### src/rtl/bcd_pkg.sv
// Shared definitions for the BCD up/down counters: digit limit, run state and
// the preset clamp used when loading digits.
package bcd_pkg;

   localparam logic [3:0] BCD_MAX = 4'd9;

   typedef enum logic {IDLE, RUN} state_t;

   function automatic logic [3:0] clamp_bcd(input logic [3:0] nib);
      return (nib > BCD_MAX) ? BCD_MAX : nib;
   endfunction

endpackage

### src/rtl/bcd_digit_down.sv
// One loadable BCD digit that steps down by one when enabled, wrapping 0 -> 9.
module bcd_digit_down
   import bcd_pkg::*;
(
   input  logic       clk,
   input  logic       reset,
   input  logic       ld,
   input  logic [3:0] ld_digit,
   input  logic       en,
   output logic [3:0] digit,
   output logic       is_zero
);

   always_ff @(posedge clk or posedge reset) begin
      if (reset) begin
         digit <= 4'd0;
      end else if (ld) begin
         digit <= clamp_bcd(ld_digit);
      end else if (en) begin
         digit <= (digit == 4'd0) ? BCD_MAX : digit - 4'd1;
      end
   end

   assign is_zero = (digit == 4'd0);

endmodule

### src/rtl/bcd_down_timer.sv
// Loadable N-digit BCD countdown timer with run/hold control, per-digit borrow
// enables and a one-cycle done pulse on reaching zero.
module bcd_down_timer
   import bcd_pkg::*;
#(
   parameter int N_DIGITS = 4
) (
   input  logic                  clk,
   input  logic                  reset,
   input  logic                  load,
   input  logic [4*N_DIGITS-1:0] load_val,
   input  logic                  start,
   input  logic                  hold,
   output logic [4*N_DIGITS-1:0] q,
   output logic [N_DIGITS-1:1]   ena,
   output logic                  busy,
   output logic                  done
);

   state_t              state;
   logic [N_DIGITS-1:0] is_zero;
   logic [N_DIGITS-1:0] zero_below;
   logic [N_DIGITS-1:0] en;
   logic                dec;
   logic                last;
   logic                q_zero;

   assign busy = (state == RUN);
   assign dec  = busy & ~hold;

   // Digit k steps only when every lower digit is already zero.
   assign zero_below[0] = 1'b1;
   for (genvar k = 1; k < N_DIGITS; k++) begin : g_chain
      assign zero_below[k] = zero_below[k-1] & is_zero[k-1];
   end

   assign en  = {N_DIGITS{dec}} & zero_below;
   assign ena = en[N_DIGITS-1:1];

   for (genvar k = 0; k < N_DIGITS; k++) begin : g_digit
      bcd_digit_down u_digit (
         .clk      (clk),
         .reset    (reset),
         .ld       (load),
         .ld_digit (load_val[4*k +: 4]),
         .en       (en[k]),
         .digit    (q[4*k +: 4]),
         .is_zero  (is_zero[k])
      );
   end

   assign q_zero = &is_zero;
   // This decrement lands on zero: only digit 0 is non-zero and it holds 1.
   assign last   = dec & (q[3:0] == 4'd1) & (&is_zero[N_DIGITS-1:1]);

   always_ff @(posedge clk or posedge reset) begin
      if (reset) begin
         state <= IDLE;
         done  <= 1'b0;
      end else if (load) begin
         state <= IDLE;
         done  <= 1'b0;
      end else if (start && state == IDLE && !q_zero) begin
         state <= RUN;
         done  <= 1'b0;
      end else if (last) begin
         state <= IDLE;
         done  <= 1'b1;
      end else begin
         done  <= 1'b0;
      end
   end

endmodule

### config.mk
export PLATFORM = sky130hd
export DESIGN_NAME = bcd_down_timer
export DESIGN_NICKNAME = d
export VERILOG_FILES = /design/src/rtl/bcd_pkg.sv /design/src/rtl/bcd_digit_down.sv /design/src/rtl/bcd_down_timer.sv
export SDC_FILE = /design/constraint.sdc
export NUM_CORES = 1
export LEC_CHECK = 0
export ABC_AREA = 1
export BUFFER_PORTS_ARGS = -buffer_cell sky130_fd_sc_hd__buf_2
export CELL_PAD_IN_SITES_DETAIL_PLACEMENT = 1
export CELL_PAD_IN_SITES_GLOBAL_PLACEMENT = 1
export CORE_MARGIN = 2
export CORE_UTILIZATION = 30
export DETAILED_ROUTE_END_ITERATION = 10
export PLACE_DENSITY_LB_ADDON = 0.1
export SYNTH_ARGS = -nofsm -noshare
export SYNTH_HDL_FRONTEND = slang
export SYNTH_SLANG_ARGS = --single-unit
### constraint.sdc
create_clock -name clk -period 1.15 [get_ports clk]
set_input_delay 0.115 -clock clk [delete_from_list [all_inputs] [get_ports clk]]
set_output_delay 0.115 -clock clk [all_outputs]
set_load 0.1 [all_outputs]
==> PnR_summary.wiki <==
{| class="wikitable"
! Metric !! Value
|-
| Placement Cell Area || 2120 um2
|-
| Max Clock Freq || 0.587 GHz
|-
| Initial antenna violation count || 0
|-
| Proportion of power drawn by the clock network || 0.132
|-
| Dpl hpwl || 3480 um
|-
| # diodes || 0
|-
| Worst Setup End Kind || primary output
|-
| Highest fanout seen on the critical path || 3
|-
| Post-Synthesis Net Count || 201
|-
| Initial DRT Pass Iterations || 4
|-
| Final worst path period share || 1.48
|-
| WL per Instance || 18.0 um
|-
| Worst hold slack after final layout || 0.122 ns
|-
| Type of the worst setup path || reg2out
|-
| Endpoint required time on the critical path || 1.03 ns
|-
| Biggest area consumer among synthesized cells || dfrtp_1
|-
| Total setup violations reported at the end of the flow || 34
|-
| Initial core utilization || 0.305
|-
| Deepest clock path buffer count || 2
|-
| Maximum Capacitance Violations || 0
|-
| Io pins || 42
|-
| Combinational Power Share || 0.626
|-
| Number of nets in the layout || 288
|-
| Clock tree sinks || 18
|-
| Failing checks || setup timing
|-
| Slew @ Worst Pin || 0.265 ns
|-
| Synth Register Bits || 18
|-
| Area growth from synthesis to layout || 107%
|-
| Pin count of the biggest net entering global routing || 19
|-
| Post-synthesis instance total || 180
|-
| Highest cell delay on the worst timing path || 0.50 ns
|-
| Final cell area excluding filler cells || 2490 um2
|-
| RSZ-0062 raised after global routing || true
|-
| Global-route wire length before repair || 7910 um
|-
| Routability congestion estimate from global placement || 0.866
|-
| DRC marker count from the first detailed-route iteration || 100
|-
| Skew final || 0.00202 ns
|-
| Total number of vias || 1589
|-
| Endpoints failing hold || 0
|-
| Internal power of the cells || 1940 uW
|-
| DRC violation count after routing || 0
|-
| Filler cell count || 469
|-
| Slowest cell on crit path || dfrtp_4
|-
| Sw power || 1760 uW
|-
| Headroom to the max-slew limit || 0.821
|-
| Crit path setup slack, layout || -0.553 ns
|-
| Critical path buffer and inverter count || 2
|-
| Netlist Area Pre-Place || 1200 um2
|-
| Die W || 67.3 um
|-
| Floorplan core area || 3940 um2
|-
| Share of synthesized area occupied by flip-flops and latches || 0.374
|-
| TritonCTS clock tree || yes
|-
| Power per cell area || 1480 nW/um2
|-
| Std-Cell Rows || 23
|-
| Netlist cell types || 24
|-
| Final min period || 1.70 ns
|-
| Reg-to-reg slack, setup || -0.48 ns
|-
| Startpoint type of the worst setup path || register
|-
| Mean Syn Cell Area || 6.69 um2
|-
| Deepest level of the CTS H-tree || 1
|-
| Power, Total || 3690 uW
|-
| Most area-consuming cells after synthesis || dfrtp_1, nand2_1, o21ai_0, nor2_1, inv_1
|-
| Share of the synthesized area in the top cell type || 0.374
|-
| Cell at the root of the clock tree || clkbuf_8
|-
| Pleak || 0.00120 uW
|-
| Hold Crit Class || in2reg
|-
| Die area || 4530 um2
|-
| Arrival time worst endpoint || 1.59 ns
|-
| Most common cell after layout, fill and taps aside || nand2_1
|-
| Share of total power in sequential cells || 0.242
|-
| CP delay by family, top || simple AND/OR/NAND/NOR gates
|-
| Cells along the critical path || nor2_4 -> nand2_4 -> nor3_4 -> inv_2 -> nor2_4 -> buf_12
|-
| Via count of the first global-routing pass || 1710
|-
| Post-layout instance count excluding filler cells || 316
|-
| Vias per std cell || 5.03
|-
| Worst-case setup slack after placement || -0.232 ns
|-
| Outcome || complete, but fails checks
|-
| Maximum VDD drop || 0.745 mV
|-
| Total overflow reported by the global router || 0
|-
| Proportion of layout cells with a drive suffix above 1 || 0.571
|-
| Routed WL || 5700 um
|-
| Clock transition at the registers of the reported paths || 0.08 ns
|-
| Clock Latency Late Sink || 0.26 ns
|-
| Most frequent cells in the layout || nand2_1, buf_4, buf_6, buf_12, buf_2
|-
| Number of slew-limit violations in the final report || 0
|-
| Global-route total usage across every layer || 0.231
|-
| YS warnings || 0
|-
| Post-detailed-route count of antenna-violating nets || 0
|-
| Fraction of power spent switching nets || 0.476
|-
| Total CTS buffers || 3
|-
| CP most frequent cell || nor2_4
|-
| Die Height || 67.3 um
|-
| Count of placed standard cells including taps || 298
|-
| PortBufs || 41
|}
-- layer usage --
layer  vias up  global-route usage  wire (um)
met5         -                   0          0
met4         0              0.0510        116
met3        12              0.0350        173
met2        45               0.469       3280
met1       788               0.246       2130
li1        744                   -          -
-- cells in the mapped netlist --
cell type / instances
a21oi_1: 6
nor2_2: 4
o21ai_1: 1
dfrtp_1: 18
o31ai_1: 2
a22o_1: 1
nor3_4: 1
buf_4: 3
nor2_4: 1
o21ai_0: 18
xor2_1: 1
inv_2: 1
o211ai_1: 1
nand2_1: 56
nand2_2: 5
o21a_1: 2
nor2_1: 21
nand3_1: 12
buf_2: 3
inv_1: 19
a21boi_0: 1
clkinv_1: 1
a22oi_1: 1
a21oi_2: 1
-- cell type report --
type                    count  area (um2)  area share
repair buffers             88         958       0.385
multi-input cells         135         836       0.335
flip-flops and latches     18         507       0.203
inverters                  21        83.8      0.0336
well taps                  50        62.6      0.0251
clock buffers               4        45.0      0.0181
-- sequential cells by signal, indices dropped and copies added (netlist names) --
signal                 flops
done                       1
g_digit.u_digit.digit     16
busy                       1
-- tightest hold or removal path, stage by stage --
cell and delay [ns]:
buf_2 0.08, o31ai_1 0.07, o21ai_1 0.08
-- power groups by stage --
stage	clock network (uW)	logic, uW	registers, uW
after CTS	494	2170	889
final	489	2310	893
after global placement	0	1970	882
after floorplan	0	433	1610
after detailed placement	0	2010	890
after global routing	531	2420	902
-- stage by stage --
| stage | util | TNS (ns) |
|---|---|---|
| after floorplan | - | -4.31 |
| after global placement | 0.537 | -2.29 |
| after detailed placement | 0.537 | -2.87 |
| after CTS | 0.604 | -5.63 |
| after global routing | 0.632 | -8.22 |
| final | 0.632 | -6.72 |
-- kinds of logic after synthesis --
logic type,count (synthesis),share of synthesized area
XOR/XNOR,1,0.00728
buffers and inverters,27,0.0967
flip-flops,18,0.374
AND/OR/NAND/NOR,100,0.360
AO/OA/AOI/OAI,34,0.162
-- path summary, 6_finish.rpt --
path,startpoint,end,cells after the start
setup reg to reg,g_digit[1].u_digit.digit[0]$_DFFE_PP0P_,g_digit[2].u_digit.digit[3]$_DFFE_PP0P_,10
setup / recovery,g_digit[1].u_digit.digit[0]$_DFFE_PP0P_,ena[3],6
hold reg to reg,g_digit[3].u_digit.digit[2]$_DFFE_PP0P_,g_digit[3].u_digit.digit[2]$_DFFE_PP0P_,2
min in group asynchronous,reset,g_digit[3].u_digit.digit[0]$_DFFE_PP0P_,4
max in group asynchronous,reset,g_digit[0].u_digit.digit[0]$_DFFE_PP0P_,4
hold / removal,load_val[0],g_digit[0].u_digit.digit[0]$_DFFE_PP0P_,3
-- what timing repair did --
item | 4_1_cts | 5_1_grt
pin swaps | 6 | 5
buffers inserted | 9 | 8
endpoints found under the setup margin | 33 | 35
hold buffers | 1 | 0
hold endpoints to repair | 18 | 0
gates resized for setup | 41 | 24
No activity file was read; power rests on OpenSTA's default activity.
